==> src/rtl/m2_sram_arbiter_if.sv <==
// Bus bundle between the SRAM arbiter, its requesters and the external SRAM port.
// The master modport is the requester/SRAM side and the slave modport is the arbiter.
interface m2_sram_arbiter_if #(
  parameter int unsigned NUM_REQ = 3,
  parameter int unsigned ADDR_W  = 18,
  parameter int unsigned DATA_W  = 16
);
  logic [NUM_REQ-1:0]        req;
  logic [NUM_REQ-1:0]        req_we_n;
  logic [NUM_REQ*ADDR_W-1:0] req_addr;
  logic [NUM_REQ*DATA_W-1:0] req_wdata;
  logic [NUM_REQ-1:0]        gnt;
  logic [NUM_REQ-1:0]        rd_valid;
  logic [DATA_W-1:0]         rd_data;
  logic                      busy;
  logic [ADDR_W-1:0]         SRAM_address;
  logic                      SRAM_we_n;
  logic [DATA_W-1:0]         SRAM_write_data;
  logic [DATA_W-1:0]         SRAM_read_data;

  modport master (
    output req, req_we_n, req_addr, req_wdata, SRAM_read_data,
    input  gnt, rd_valid, rd_data, busy, SRAM_address, SRAM_we_n, SRAM_write_data
  );

  modport slave (
    input  req, req_we_n, req_addr, req_wdata, SRAM_read_data,
    output gnt, rd_valid, rd_data, busy, SRAM_address, SRAM_we_n, SRAM_write_data
  );
endinterface

==> src/rtl/m2_sram_arbiter.sv <==
// Round-robin arbiter sharing one external SRAM port among NUM_REQ requesters, with bounded
// burst ownership, a single idle turnaround cycle per owner change and id-tagged read returns.
module m2_sram_arbiter #(
  parameter int unsigned       NUM_REQ    = 3,
  parameter int unsigned       ADDR_W     = 18,
  parameter int unsigned       DATA_W     = 16,
  parameter int unsigned       RD_LATENCY = 2,
  parameter int unsigned       MAX_BURST  = 64,
  parameter logic [ADDR_W-1:0] PARK_ADDR  = '0
) (
  input logic               clock,
  input logic               reset,
  m2_sram_arbiter_if.slave  bus
);

  localparam int unsigned ID_W  = $clog2(NUM_REQ);
  localparam int unsigned CNT_W = (MAX_BURST > 1) ? $clog2(MAX_BURST) : 1;

  localparam logic [0:0] ST_IDLE = 1'b0;
  localparam logic [0:0] ST_OWN  = 1'b1;

  logic [0:0]                           state_q, state_d;
  logic [ID_W-1:0]                      owner_q, owner_d;
  logic [ID_W-1:0]                      rr_ptr_q, rr_ptr_d;
  logic [CNT_W-1:0]                     cnt_q, cnt_d;
  logic [NUM_REQ-1:0]                   gnt_q, gnt_d;
  logic [RD_LATENCY-1:0][NUM_REQ-1:0]   rd_pipe_q, rd_pipe_d;
  logic                                 busy_q, busy_d;

  logic [NUM_REQ-1:0] owner_oh_c;
  logic               own_req_c;
  logic               own_we_n_c;
  logic [ADDR_W-1:0]  own_addr_c;
  logic [DATA_W-1:0]  own_wdata_c;
  logic               beat_c;
  logic               other_pend_c;
  logic               pick_vld_c;
  logic [ID_W-1:0]    pick_id_c;
  logic [ID_W-1:0]    cand_c;

  // Owner's request mux; a beat is blocked combinationally while reset is held
  always_comb begin
    owner_oh_c   = NUM_REQ'(1) << owner_q;
    own_req_c    = bus.req[owner_q];
    own_we_n_c   = bus.req_we_n[owner_q];
    own_addr_c   = bus.req_addr[int'(owner_q)*ADDR_W +: ADDR_W];
    own_wdata_c  = bus.req_wdata[int'(owner_q)*DATA_W +: DATA_W];
    beat_c       = (state_q == ST_OWN) & own_req_c & gnt_q[owner_q] & ~reset;
    other_pend_c = |(bus.req & ~owner_oh_c);
  end

  // Round-robin pick: scan downwards so the requester nearest after rr_ptr wins last
  always_comb begin
    pick_vld_c = 1'b0;
    pick_id_c  = '0;
    cand_c     = '0;
    for (int k = int'(NUM_REQ); k >= 1; k--) begin
      cand_c = ID_W'((int'(rr_ptr_q) + k) % int'(NUM_REQ));
      if (bus.req[cand_c]) begin
        pick_vld_c = 1'b1;
        pick_id_c  = cand_c;
      end
    end
  end

  // Next-state and tag pipeline
  always_comb begin
    state_d   = state_q;
    owner_d   = owner_q;
    rr_ptr_d  = rr_ptr_q;
    cnt_d     = cnt_q;
    gnt_d     = gnt_q;
    rd_pipe_d = '0;
    busy_d    = 1'b0;

    case (state_q)
      ST_IDLE: begin
        if (pick_vld_c) begin
          state_d  = ST_OWN;
          owner_d  = pick_id_c;
          rr_ptr_d = pick_id_c;
          cnt_d    = '0;
          gnt_d    = NUM_REQ'(1) << pick_id_c;
        end
      end
      ST_OWN: begin
        if (!own_req_c) begin
          state_d = ST_IDLE;
          gnt_d   = '0;
          cnt_d   = '0;
        end else if (cnt_q == CNT_W'(MAX_BURST - 1)) begin
          // Burst limit: release only if someone else is waiting, otherwise wrap silently
          cnt_d = '0;
          if (other_pend_c) begin
            state_d = ST_IDLE;
            gnt_d   = '0;
          end
        end else begin
          cnt_d = cnt_q + CNT_W'(1);
        end
      end
      default: begin
        state_d = ST_IDLE;
        gnt_d   = '0;
        cnt_d   = '0;
      end
    endcase

    rd_pipe_d[0] = (beat_c & own_we_n_c) ? owner_oh_c : '0;
    for (int i = 1; i < int'(RD_LATENCY); i++) begin
      rd_pipe_d[i] = rd_pipe_q[i-1];
    end
    busy_d = (|gnt_d) | (|rd_pipe_d);
  end

  always_ff @(posedge clock) begin
    if (reset) begin
      state_q   <= ST_IDLE;
      owner_q   <= '0;
      rr_ptr_q  <= ID_W'(NUM_REQ - 1);
      cnt_q     <= '0;
      gnt_q     <= '0;
      rd_pipe_q <= '0;
      busy_q    <= 1'b0;
    end else begin
      state_q   <= state_d;
      owner_q   <= owner_d;
      rr_ptr_q  <= rr_ptr_d;
      cnt_q     <= cnt_d;
      gnt_q     <= gnt_d;
      rd_pipe_q <= rd_pipe_d;
      busy_q    <= busy_d;
    end
  end

  assign bus.gnt             = gnt_q;
  assign bus.rd_valid        = rd_pipe_q[RD_LATENCY-1];
  assign bus.rd_data         = bus.SRAM_read_data;
  assign bus.busy            = busy_q;
  assign bus.SRAM_address    = beat_c ? own_addr_c : PARK_ADDR;
  assign bus.SRAM_we_n       = ~(beat_c & ~own_we_n_c);
  assign bus.SRAM_write_data = (beat_c & ~own_we_n_c) ? own_wdata_c : '0;

endmodule

==> src/flat_wrapper.sv <==
// flat-port wrapper written by rule: the top's interface ports become plain ports
module m2_sram_arbiter_flat 
#(
  parameter int unsigned       NUM_REQ    = 3,
  parameter int unsigned       ADDR_W     = 18,
  parameter int unsigned       DATA_W     = 16,
  parameter int unsigned       RD_LATENCY = 2,
  parameter int unsigned       MAX_BURST  = 64,
  parameter logic [ADDR_W-1:0] PARK_ADDR  = '0
)
  (clock, reset, bus_req, bus_req_we_n, bus_req_addr, bus_req_wdata, bus_SRAM_read_data, bus_gnt, bus_rd_valid, bus_rd_data, bus_busy, bus_SRAM_address, bus_SRAM_we_n, bus_SRAM_write_data);
  m2_sram_arbiter_if #(.NUM_REQ(NUM_REQ), .ADDR_W(ADDR_W), .DATA_W(DATA_W)) bus_i ();
  input logic clock;
  input logic reset;
  input wire logic [$bits(bus_i.req)-1:0] bus_req;
  input wire logic [$bits(bus_i.req_we_n)-1:0] bus_req_we_n;
  input wire logic [$bits(bus_i.req_addr)-1:0] bus_req_addr;
  input wire logic [$bits(bus_i.req_wdata)-1:0] bus_req_wdata;
  input wire logic [$bits(bus_i.SRAM_read_data)-1:0] bus_SRAM_read_data;
  output wire logic [$bits(bus_i.gnt)-1:0] bus_gnt;
  output wire logic [$bits(bus_i.rd_valid)-1:0] bus_rd_valid;
  output wire logic [$bits(bus_i.rd_data)-1:0] bus_rd_data;
  output wire logic [$bits(bus_i.busy)-1:0] bus_busy;
  output wire logic [$bits(bus_i.SRAM_address)-1:0] bus_SRAM_address;
  output wire logic [$bits(bus_i.SRAM_we_n)-1:0] bus_SRAM_we_n;
  output wire logic [$bits(bus_i.SRAM_write_data)-1:0] bus_SRAM_write_data;
  assign bus_i.req = bus_req;
  assign bus_i.req_we_n = bus_req_we_n;
  assign bus_i.req_addr = bus_req_addr;
  assign bus_i.req_wdata = bus_req_wdata;
  assign bus_i.SRAM_read_data = bus_SRAM_read_data;
  assign bus_gnt = bus_i.gnt;
  assign bus_rd_valid = bus_i.rd_valid;
  assign bus_rd_data = bus_i.rd_data;
  assign bus_busy = bus_i.busy;
  assign bus_SRAM_address = bus_i.SRAM_address;
  assign bus_SRAM_we_n = bus_i.SRAM_we_n;
  assign bus_SRAM_write_data = bus_i.SRAM_write_data;
  m2_sram_arbiter #(.NUM_REQ(NUM_REQ), .ADDR_W(ADDR_W), .DATA_W(DATA_W), .RD_LATENCY(RD_LATENCY), .MAX_BURST(MAX_BURST), .PARK_ADDR(PARK_ADDR)) u_core (.clock(clock), .reset(reset), .bus(bus_i));
endmodule
==> config.mk <==
export PLATFORM = sky130hd
export DESIGN_NAME = m2_sram_arbiter_flat
export DESIGN_NICKNAME = d
export VERILOG_FILES = /design/src/rtl/m2_sram_arbiter_if.sv /design/src/rtl/m2_sram_arbiter.sv /design/src/flat_wrapper.sv
export SDC_FILE = /design/constraint.sdc
export NUM_CORES = 1
export LEC_CHECK = 0
export ABC_AREA = 1
export CORE_MARGIN = 2
export CORE_UTILIZATION = 32
export CTS_CLUSTER_SIZE = 8
export DETAILED_ROUTE_END_ITERATION = 12
export PLACE_DENSITY = 0.89
export SYNTH_ARGS = -nofsm -noshare
export SYNTH_HDL_FRONTEND = slang
export SYNTH_SLANG_ARGS = --single-unit
==> constraint.sdc <==
create_clock -name clock -period 2.3 [get_ports clock]
set_input_delay 0.46 -clock clock [delete_from_list [all_inputs] [get_ports clock]]
set_output_delay 0.46 -clock clock [all_outputs]
set_load 0.02 [all_outputs]
==> results by group, run 1 <==
Run status
  – Status: completed

Route
  – Antenna Violating Nets Remaining: 0
  – Drt drc: 0
  – Drt via density: between 4 and 5
  – Routed vias: 2826
  – DR WL/cell: about 15 um
  – Initial DRC count: 116
  – Wirelength, routed: between 8 and 9 mm
  – Drt pass-1 iters: 5

Layout
  – Share of layout cells above drive strength 1: between 20 and 25%
  – Area growth syn-to-layout: 86.0%
  – Design area: 3830 um2
  – Nets@finish: 627
  – Non-Filler Instances: 572
  – Ant. Diodes: 0

Synthesis
  – Most frequent cells after synthesis: 155 x nand2_1, 25 x a31oi_1, 22 x inv_1
  – Mean Syn Cell Area: 6.06 um2
  – Largest family of logic cells by synthesized area: simple AND/OR/NAND/NOR gates
  – Post-Syn Nets: about 470
  – Mapped Cells: 340
  – Top FF cell, synth: dfxtp_1
  – Synth Area in Simple Gates: 38.7%
  – Mapped cell area: 2060 um2
  – Synth top area cells: nand2_1 28%, dfxtp_1 19%, a31oi_4 9.3%
  – Mux contribution to synthesized area: 0%
  – Count leader, synth: nand2_1
  – Flops & latches, synth: 20
  – EDFF count, synth: 0
  – Xor and xnor area share after synthesis: 0.850%
  – Synth Area in Compound Gates: 23.9%
  – Synth cell types: 28
  – Part of the Yosys area used for sequential elements: a little under 20%
  – Top cell type by total area after synthesis: nand2_1
  – Adder-Cell Fraction of Synth Area: 3.03%
  – Yosys top cell area share: 28.2%
  – Yosys Warn Count: 0
  – Post-synth ARST share: 0%

Clock tree
  – H-tree Lvls: 1
  – Worst-Skew Late Latency: 0.25 ns
  – CTS Buf Count: 3
  – CTS tree: yes
  – CTS clk-pin slew, worst paths: 0.07 ns
  – CTS root buffer: clkbuf_8
  – Clk buf depth: 2
  – CTS sink count: 20

Timing
  – Slew headroom: 76.1%
  – Slew Limit Fails: 0
  – Max frequency: 439 MHz
  – Post-route minimum period: 2.28 ns
  – Final Hold Viols: 0
  – Period utilisation layout: between 90% and 100%
  – Pin slew with the least headroom to its limit: approximately 0.36 ns
  – RSZ-0062 raised after global routing: true
  – Clock skew: 0.00486 ns
  – Final count of negative-setup-slack endpoints: 0

Global route
  – Largest net degree at the start of global routing: 35
  – First-pass GRT wire length: 13.6 mm
  – Total grt overflow: 0
  – Initial antenna violation count: 0
  – Number of global-route vias before repair: 2869
  – Tot GR Track Use: about a quarter

Setup path
  – Kind of critical path: register to output pin
  – Critical path peak fanout: 5
  – CP endpoint kind: output pin
  – CP required: between 1.5 and 2 ns
  – Setup crit start kind: register
  – Worst Path Arrival: 1.82 ns

Hold path
  – Worst min path class: register to register

Placement
  – GP Congestion: 0.908
  – I/O Buffers: 151
  – HPWL Detailed: 6.80 mm
  – Dpl cell area: 3660 um2
  – Dpl cells: approximately 560

Floorplan
  – Die area: about 7100 um2
  – I/O Pins: 184
  – Die Span X: 84.3 um
  – Core Region: 6280 um2
  – Die H: 84.3 um
  – Starting Density: 32.8%
  – # rows: 29

Power
  – Overall power: 2.54 mW
  – P_leak: 1.60 nW
  – Maximum vdd drop: 622 uV
  – Power density over cell area: 663 nW/um2

Run
  – Max_cap viols: 0
[kinds of logic after synthesis]
kind of cell,count (synthesis)
AOI/OAI and AO/OA,59
and+or+nand+nor,198
adders and majority gates,5
DFF,20
buffers and inverters,56
xor gates and xnor gates,2
[area by class of cell]
| class | count | area (um2) |
|---|---|---|
| repair buffers | 180 | 1680 |
| clock buffers | 4 | 55.1 |
| flip-flops and latches | 20 | 408 |
| multi-input cells | 264 | 1490 |
| inverters | 27 | 109 |
| well taps | 77 | 96.3 |
| fillers | 542 | 2440 |
[state kept, by name (all words and copies together), names as in the netlist]
signal and cells:
u_core.rd_pipe_d 3, u_core.owner_q 1, u_core.bus.rd_valid 3, u_core.state_q 1, u_core.cnt_q 6, u_core.bus.busy 1
u_core.bus.gnt 3, u_core.rr_ptr_q 2
[metal layers]
layer	routed length [um]	part of all wire, %	global-route usage (%)
met1	3070	35	23.4
met2	4810	55	47.0
met3	551	6.3	4.52
met4	289	3.3	8.94
met5	0	0	0
[path summary, 6_finish.rpt]
| path | from | end | slack (ns) | depth (start not counted) |
|---|---|---|---|---|
| worst min-delay path | u_core.rd_pipe_d[4]$_SDFF_PP0_ | u_core.bus.rd_valid[1]$_SDFF_PP0_ | 0.44 | 2 |
| worst min register to register | u_core.rd_pipe_d[4]$_SDFF_PP0_ | u_core.bus.rd_valid[1]$_SDFF_PP0_ | 0.44 | 2 |
| worst max register to register | u_core.rr_ptr_q[0]$_SDFFE_PP0P_ | u_core.bus.busy$_SDFF_PP0_ | 0.18 | 15 |
| worst max-delay path | u_core.rr_ptr_q[0]$_SDFFE_PP0P_ | bus_SRAM_write_data[5] | 0.02 | 10 |
[where the power goes]
part | internal (mW) | switching [mW] | leakage [nW]
combinational | 0.720 | 1.09 | 1.41
clock | 0.152 | 0.110 | 0.0288
sequential | 0.415 | 0.0553 | 0.164
total | 1.29 | 1.25 | 1.60
[worst max-delay path, stage by stage (launching register included)]
cell and delay [ns]:
dfxtp_4 0.38, buf_6 0.12, nor2_4 0.07, nand2_1 0.07, nand3_2 0.08, nand2_2 0.08
nor2_4 0.16, o21ai_4 0.11, buf_6 0.15, a31oi_1 0.15, buf_4 0.17
[through the flow]
stage | TNS (ns) | util, % | worst slack, ns | hold slack [ns]
6_report | 0 | 61.1 | 0.0246 | 0.443
3_5_place_dp | -18.77 | 58.3 | -0.615 | 0.435
3_3_place_gp | -18.23 | 58.3 | -0.598 | 0.424
2_1_floorplan | 0 | - | 0.209 | 0.409
5_1_grt | -0.637 | 61.1 | -0.0632 | 0.467
4_1_cts | 0 | 60.7 | 0.000175 | 0.447
[what timing repair did]
action,in CTS,in global routing
buffers inserted,7,0
setup endpoints to repair,35,36
pin swaps,6,2
gates resized for setup,191,38
hold buffers,0,0
[cell usage in the layout, fill, tap and decap left out, drive strengths merged]
| master | instances |
|---|---|
| a21boi | 1 |
| a21oi | 14 |
| a22oi | 1 |
| a31oi | 34 |
| buf | 63 |
| clkbuf | 4 |
| clkdlybuf4s15 | 1 |
| clkdlybuf4s50 | 112 |
| dfxtp | 20 |
| dlygate4sd2 | 4 |
| ha | 5 |
| inv | 27 |
| nand2 | 159 |
| nand3 | 15 |
| nand4 | 3 |
| nor2 | 19 |
| nor3 | 2 |
| o211ai | 1 |
| o21ai | 7 |
| o22ai | 1 |
| xor2 | 2 |
No activity file was read; power rests on OpenSTA's default activity.
==> inputs of run 2 (changes only) <==
- CORE_UTILIZATION: 32 -> 34
- PLACE_DENSITY: 0.89 -> 0.94
- clock period: 2.3 -> 2.67 ns (I/O delays scaled with it)
==> run 2 against run 1 <==
  * Clock skew fell by 0.0038 ns
  * Final cell count fell by 3.1%
  * Flip-flop and latch count unchanged
  * Critical path depth fell by 3
  * Global-route usage is 0.41 points lower
  * Register-to-register slack improved by 0.24 ns
  * Clock power fell by 28%
  * Worst setup slack gained 0.056 ns
  * Via count decreased by 2.5%
  * Critical path type is now primary input to output pin
  * Largest power group unchanged
==> results by group, run 2 (synthesis results as in run 1) <==
Run status
  – Status: completed

Floorplan
  – Die H: 81.9 um (-2.8%)
  – I/O Pins: 184 (unchanged)
  – Starting Density: 35.0% (+2.2 points)
  – Die area: 6700 um2 (-5.6%)
  – Die Span X: 81.9 um (-2.8%)
  – Core Region: 5890 um2 (-6.2%)
  – # rows: 28 (-3.4%)

Route
  – Routed vias: 2755 (-2.5%)
  – DR WL/cell: 15.0 um (-1.6%)
  – Drt via density: 4.97 (+0.66%)
  – Drt drc: 0 (unchanged)
  – Wirelength, routed: 8.32 mm (-4.7%)
  – Drt pass-1 iters: 4 (-1)
  – Initial DRC count: 91 (-22%)
  – Antenna Violating Nets Remaining: 0 (unchanged)

Clock tree
  – CTS root buffer: clkbuf_8
  – CTS tree: yes
  – Worst-Skew Late Latency: 0.25 ns (about the same)
  – H-tree Lvls: 1 (unchanged)
  – Clk buf depth: 2 (unchanged)
  – CTS sink count: 20 (unchanged)
  – Hold_buf cts: 0 (unchanged)
  – CTS Buf Count: 3 (unchanged)
  – CTS clk-pin slew, worst paths: 0.06 ns (about the same)

Hold path
  – Worst min path class: register to register

Layout
  – Non-Filler Instances: 554 (-3.1%)
  – FILL cells: 520 (-4.1%)
  – Commonest non-fill, non-tap cells in the layout: 155 x nand2_1, 116 x clkdlybuf4s50_1, 22 x inv_1, 22 x buf_4, 21 x a31oi_1
  – Share of layout cells above drive strength 1: 15.4% (-6.2 points)
  – Ant. Diodes: 0 (unchanged)
  – Nets@finish: 612 (-2.4%)
  – Most common cell after layout, fill and taps aside: nand2_1
  – Area growth syn-to-layout: 72.4%
  – Design area: 3550 um2 (-7.3%)
  – Reg with most FFs: u_core.cnt_q
  – Max FFs per register: 6 (unchanged)

Power
  – Clock power frac: 9.5% (-0.8 points)
  – Power density over cell area: 553 nW/um2 (-16%)
  – P_leak: 1.48 nW (-7.6%)
  – Switching part of the total: 51.2% (+1.9 points)
  – Internal power: 0.960 mW (-25%)
  – Seq pwr share: 20.5% (+2.0 points)
  – Psw: 1.01 mW (-20%)
  – Maximum vdd drop: 552 uV (-11%)
  – Logic gate share of total power: 70.0% (-1.2 points)

Global route
  – Initial antenna violation count: 0 (unchanged)
  – Total grt overflow: 0 (unchanged)
  – First-pass GRT wire length: 12.0 mm (-11%)
  – Number of global-route vias before repair: 2577 (-10%)
  – Largest net degree at the start of global routing: 35 (unchanged)
  – Tot GR Track Use: 23.0% (-0.41 points)

Placement
  – HPWL Detailed: 6.78 mm (-0.38%)
  – Dpl cell area: 3590 um2 (-1.9%)
  – I/O Buffers: 151 (unchanged)
  – Dpl cells: 550 (-2.0%)
  – GP Congestion: 0.912 (+0.45%)

Setup path
  – Worst Path Arrival: 2.06 ns (+0.24 ns)
  – Setup crit start kind: primary input
  – Critical path peak fanout: 18 (+13)
  – Kind of critical path: primary input to output pin
  – CP endpoint kind: output pin
  – CP required: 2.14 ns (+0.30 ns)

Timing
  – Slew headroom: 76.4% (+0.22 points)
  – Post-route minimum period: approximately 2.6 ns
  – Pin slew with the least headroom to its limit: 0.355 ns (-0.00326 ns)
  – Max frequency: between 300 and 400 MHz
  – Final count of negative-setup-slack endpoints: 0 (unchanged)
  – Clock skew: 0.00108 ns (-0.00377 ns)
  – Slew Limit Fails: 0 (unchanged)
  – Period utilisation layout: 97.0%
  – Final Hold Viols: 0 (unchanged)

Run
  – Max_cap viols: 0 (unchanged)
-- run 2: cell count changes in the layout (fill, tap and decap cells not counted), sizes merged --
cell / before / now
dlygate4sd2: 4 / 0
clkdlybuf4s50: 112 / 116
clkdlybuf4s15: 1 / 5
buf: 63 / 29
clkbuf: 4 / 18
-- run 2: worst max-delay path, stage by stage --
cell	delay [ns]
clkdlybuf4s50_1	0.43
a21oi_1	0.12
o21ai_1	0.13
nor2_4	0.21
inv_4	0.13
a31oi_1	0.16
clkdlybuf4s15_1	0.34
-- run 2: layout make-up --
type	instances	area (um2)	area share [%]
Tap cell	75	93.8	2.64
Sequential cell	20	402	11.3
Inverter	27	106	2.99
Multi-Input combinational cell	264	1400	39.5
Clock buffer	3	41.3	1.16
Timing Repair Buffer	165	1510	42.4
-- run 2: timing repair --
action / CTS / global route
endpoints found under the hold margin: 0 / 0
endpoints found under the setup margin: 35 / 34
buffers inserted: 0 / 1
gates resized for setup: 85 / 69
pin swaps: 1 / 1
-- run 2: power by group through the flow --
| stage | Sequential (mW) | Clock, mW | Combinational [mW] |
|---|---|---|---|
| 2_1_floorplan | 0.423 | 0 | 0.894 |
| 3_3_place_gp | 0.404 | 0 | 1.33 |
| 3_5_place_dp | 0.408 | 0 | 1.37 |
| 4_1_cts | 0.402 | 0.193 | 1.36 |
| 5_1_grt | 0.411 | 0.207 | 1.53 |
| 6_report | 0.403 | 0.188 | 1.38 |
-- run 2: worst paths after layout --
kind | startpoint | to | slack, ns | cells past startpoint
worst max-delay path | reset | bus_SRAM_address[16] | 0.08 | 7
worst min-delay path | u_core.rd_pipe_d[5]$_SDFF_PP0_ | u_core.bus.rd_valid[2]$_SDFF_PP0_ | 0.44 | 2
worst max register to register | u_core.rr_ptr_q[0]$_SDFFE_PP0P_ | u_core.bus.busy$_SDFF_PP0_ | 0.42 | 15
worst min register to register | u_core.rd_pipe_d[5]$_SDFF_PP0_ | u_core.bus.rd_valid[2]$_SDFF_PP0_ | 0.44 | 2
-- run 2: per-stage QoR --
stage                     hold slack [ns]  worst slack, ns  utilization, %  TNS [ns]  power [mW]
final                               0.441           0.0808            60.4         0        1.97
after global routing                0.482         -0.00250            60.4  -0.00250        2.15
after CTS                           0.441           0.0123            60.3         0        1.96
after detailed placement            0.432           -0.548            61.0    -12.63        1.78
after global placement              0.424           -0.503            61.0    -10.84        1.73
after floorplan                     0.409            0.431               -         0        1.32
-- run 2: layer usage --
metal,part of all wire [%],global-route usage [%],vias up,wire (um)
met5,0,0,-,0
met4,4.0,8.67,0,330
met3,7.8,5.27,28,653
met2,53,45.9,109,4390
met1,35,22.6,1245,2950
li1,-,-,1373,-
==> inputs of run 3 (changes only) <==
- RECOVER_POWER: unset -> 50
==> run 3 against run 2 <==
  * Clock power hardly changed
  * Die area stayed put
  * Power down 0.56%
  * Maximum frequency about the same
  * Global-route usage stayed put
  * Via count is 0.18% higher
  * Critical path type unchanged
  * Critical endpoint unchanged
  * Largest cell class unchanged
==> results by group, run 3 (synthesis results as in run 1) <==
Layout
  – FILL cells: 522 (+0.38%)
  – Nets@finish: 612 (unchanged)
  – Commonest non-fill, non-tap cells in the layout: 155 x nand2_1, 109 x clkdlybuf4s50_1, 23 x inv_1
  – Design area: 3550 um2 (-0.11%)
  – Ant. Diodes: 0 (unchanged)
  – Non-Filler Instances: 554 (unchanged)
  – Share of layout cells above drive strength 1: 15.0% (-0.42 points)
  – Max FFs per register: 6 (unchanged)
  – Most common cell after layout, fill and taps aside: nand2_1
  – Reg with most FFs: u_core.cnt_q
  – Area growth syn-to-layout: 72.2%

Floorplan
  – Die area: 6700 um2 (unchanged)
  – Die H: 81.9 um (unchanged)
  – # rows: 28 (unchanged)
  – I/O Pins: 184 (unchanged)
  – Die Span X: 81.9 um (unchanged)
  – Starting Density: 35.0% (unchanged)
  – Core Region: 5890 um2 (unchanged)

Hold path
  – Worst min path class: register to register

Global route
  – Tot GR Track Use: 23.0% (unchanged)
  – Total grt overflow: 0 (unchanged)
  – First-pass GRT wire length: 12.0 mm (unchanged)
  – Number of global-route vias before repair: 2577 (unchanged)
  – Initial antenna violation count: 0 (unchanged)
  – Largest net degree at the start of global routing: 35 (unchanged)

Clock tree
  – CTS tree: yes
  – Hold_buf cts: 0 (unchanged)
  – Worst-Skew Late Latency: 0.25 ns (about the same)
  – H-tree Lvls: 1 (unchanged)
  – Clk buf depth: 2 (unchanged)
  – CTS sink count: 20 (unchanged)
  – CTS Buf Count: 3 (unchanged)
  – CTS clk-pin slew, worst paths: 0.06 ns (about the same)
  – CTS root buffer: clkbuf_8

Run
  – Max_cap viols: 0 (unchanged)

Setup path
  – CP endpoint kind: output pin
  – Kind of critical path: primary input to output pin
  – CP required: 2.14 ns (about the same)
  – CP delay by family, top: buffers and inverters
  – Worst Path Arrival: 2.06 ns (about the same)
  – CP Cell Sequence: clkdlybuf4s50_1 -> a21oi_1 -> o21ai_1 -> nor2_4 -> inv_4 -> a31oi_1 -> clkdlybuf4s15_1
  – Setup crit start kind: primary input
  – CP bufs+invs: 3 (unchanged)
  – Worst path slowest cell: clkdlybuf4s50_1
  – Critical path peak fanout: 18 (unchanged)
  – CP peak stage delay: 0.43 ns (about the same)

Timing
  – Max frequency: 386 MHz (about the same)
  – Final count of negative-setup-slack endpoints: 0 (unchanged)
  – Slew headroom: 58.1% (-18 points)
  – Min Hold Slack: 0.441 ns (-0.000432 ns)
  – Pin slew with the least headroom to its limit: 0.628 ns (+0.274 ns)
  – Post-route minimum period: 2.59 ns (+0.00245 ns)
  – Period utilisation layout: 97.1% (about the same)
  – Slew Limit Fails: 0 (unchanged)
  – Final WS setup: 0.0783 ns (-0.00245 ns)
  – Final Hold Viols: 0 (unchanged)
  – Clock skew: 0.00109 ns (+0.00000810 ns)

Route
  – DR WL/cell: 15.1 um (+0.42%)
  – Initial DRC count: 95 (+4.4%)
  – Wirelength, routed: 8.36 mm (+0.42%)
  – Drt drc: 0 (unchanged)
  – Routed vias: 2760 (+0.18%)
  – Antenna Violating Nets Remaining: 0 (unchanged)
  – Drt pass-1 iters: 4 (unchanged)
  – Drt via density: 4.98 (+0.18%)

Power
  – P_leak: 1.50 nW (+1.2%)
  – Maximum vdd drop: 549 uV (-0.59%)
  – Power density over cell area: 551 nW/um2 (-0.45%)

Run status
  – Status: completed

Placement
  – GP Congestion: 0.912 (unchanged)
  – Dpl cells: 550 (unchanged)
  – Pre-CTS setup slack: -0.548 ns (unchanged)
  – HPWL Detailed: 6.78 mm (unchanged)
  – Dpl cell area: 3590 um2 (unchanged)
  – I/O Buffers: 151 (unchanged)
[run 3: worst reg2reg max path, cell delays in order (launching register included)]
cell and delay [ns]:
dfxtp_1 0.37, buf_4 0.17, ha_1 0.37, inv_1 0.12, nand2_1 0.07, nand3_1 0.07
nand2_1 0.17, nand3_1 0.10, nand2_1 0.16, inv_1 0.11, nand2_1 0.14, nand2_1 0.07
inv_1 0.07, nand2_1 0.05, nor2_1 0.09, nor2_1 0.04
[run 3: area by class of cell]
type	instances	area [um2]	share of cell area, %
Clock buffer	3	41.3	1.16
Inverter	27	106	3.00
Multi-Input combinational cell	264	1400	39.5
Sequential cell	20	402	11.3
Tap cell	75	93.8	2.64
Timing Repair Buffer	165	1500	42.4
[run 3: worst paths after layout]
kind,from,depth (start not counted),to,slack [ns]
min reg2reg,u_core.rd_pipe_d[5]$_SDFF_PP0_,2,u_core.bus.rd_valid[2]$_SDFF_PP0_,0.44
max,reset,7,bus_SRAM_address[16],0.08
max reg2reg,u_core.rr_ptr_q[0]$_SDFFE_PP0P_,15,u_core.bus.busy$_SDFF_PP0_,0.36
min,u_core.rd_pipe_d[5]$_SDFF_PP0_,2,u_core.bus.rd_valid[2]$_SDFF_PP0_,0.44
[run 3: timing repair]
item / 4_1_cts / 5_1_grt
setup endpoints to repair: 35 / 34
pin swaps: 1 / 1
cloned: 0 / 0
buffers inserted: 0 / 1
resized for setup: 85 / 69
[run 3: power breakdown]
group | total, mW | internal, mW | switching [mW]
clock network | 0.188 | 0.100 | 0.0873
logic | 1.37 | 0.497 | 0.869
registers | 0.402 | 0.354 | 0.0480
[run 3: per-stage QoR]
step                      util (%)   TNS [ns]  power, mW
final                         60.3          0       1.96
after global routing          60.3  -0.000745       2.14
after CTS                     60.3          0       1.96
after detailed placement      61.0     -12.63       1.78
after global placement        61.0     -10.84       1.73
after floorplan                  -          0       1.32
[run 3: per-layer routing]
layer	vias up	wire length, um	track usage (%)
met1	1243	2940	22.6
met5	-	0	0
met2	117	4410	45.9
li1	1374	-	-
met3	26	687	5.27
met4	0	327	8.67
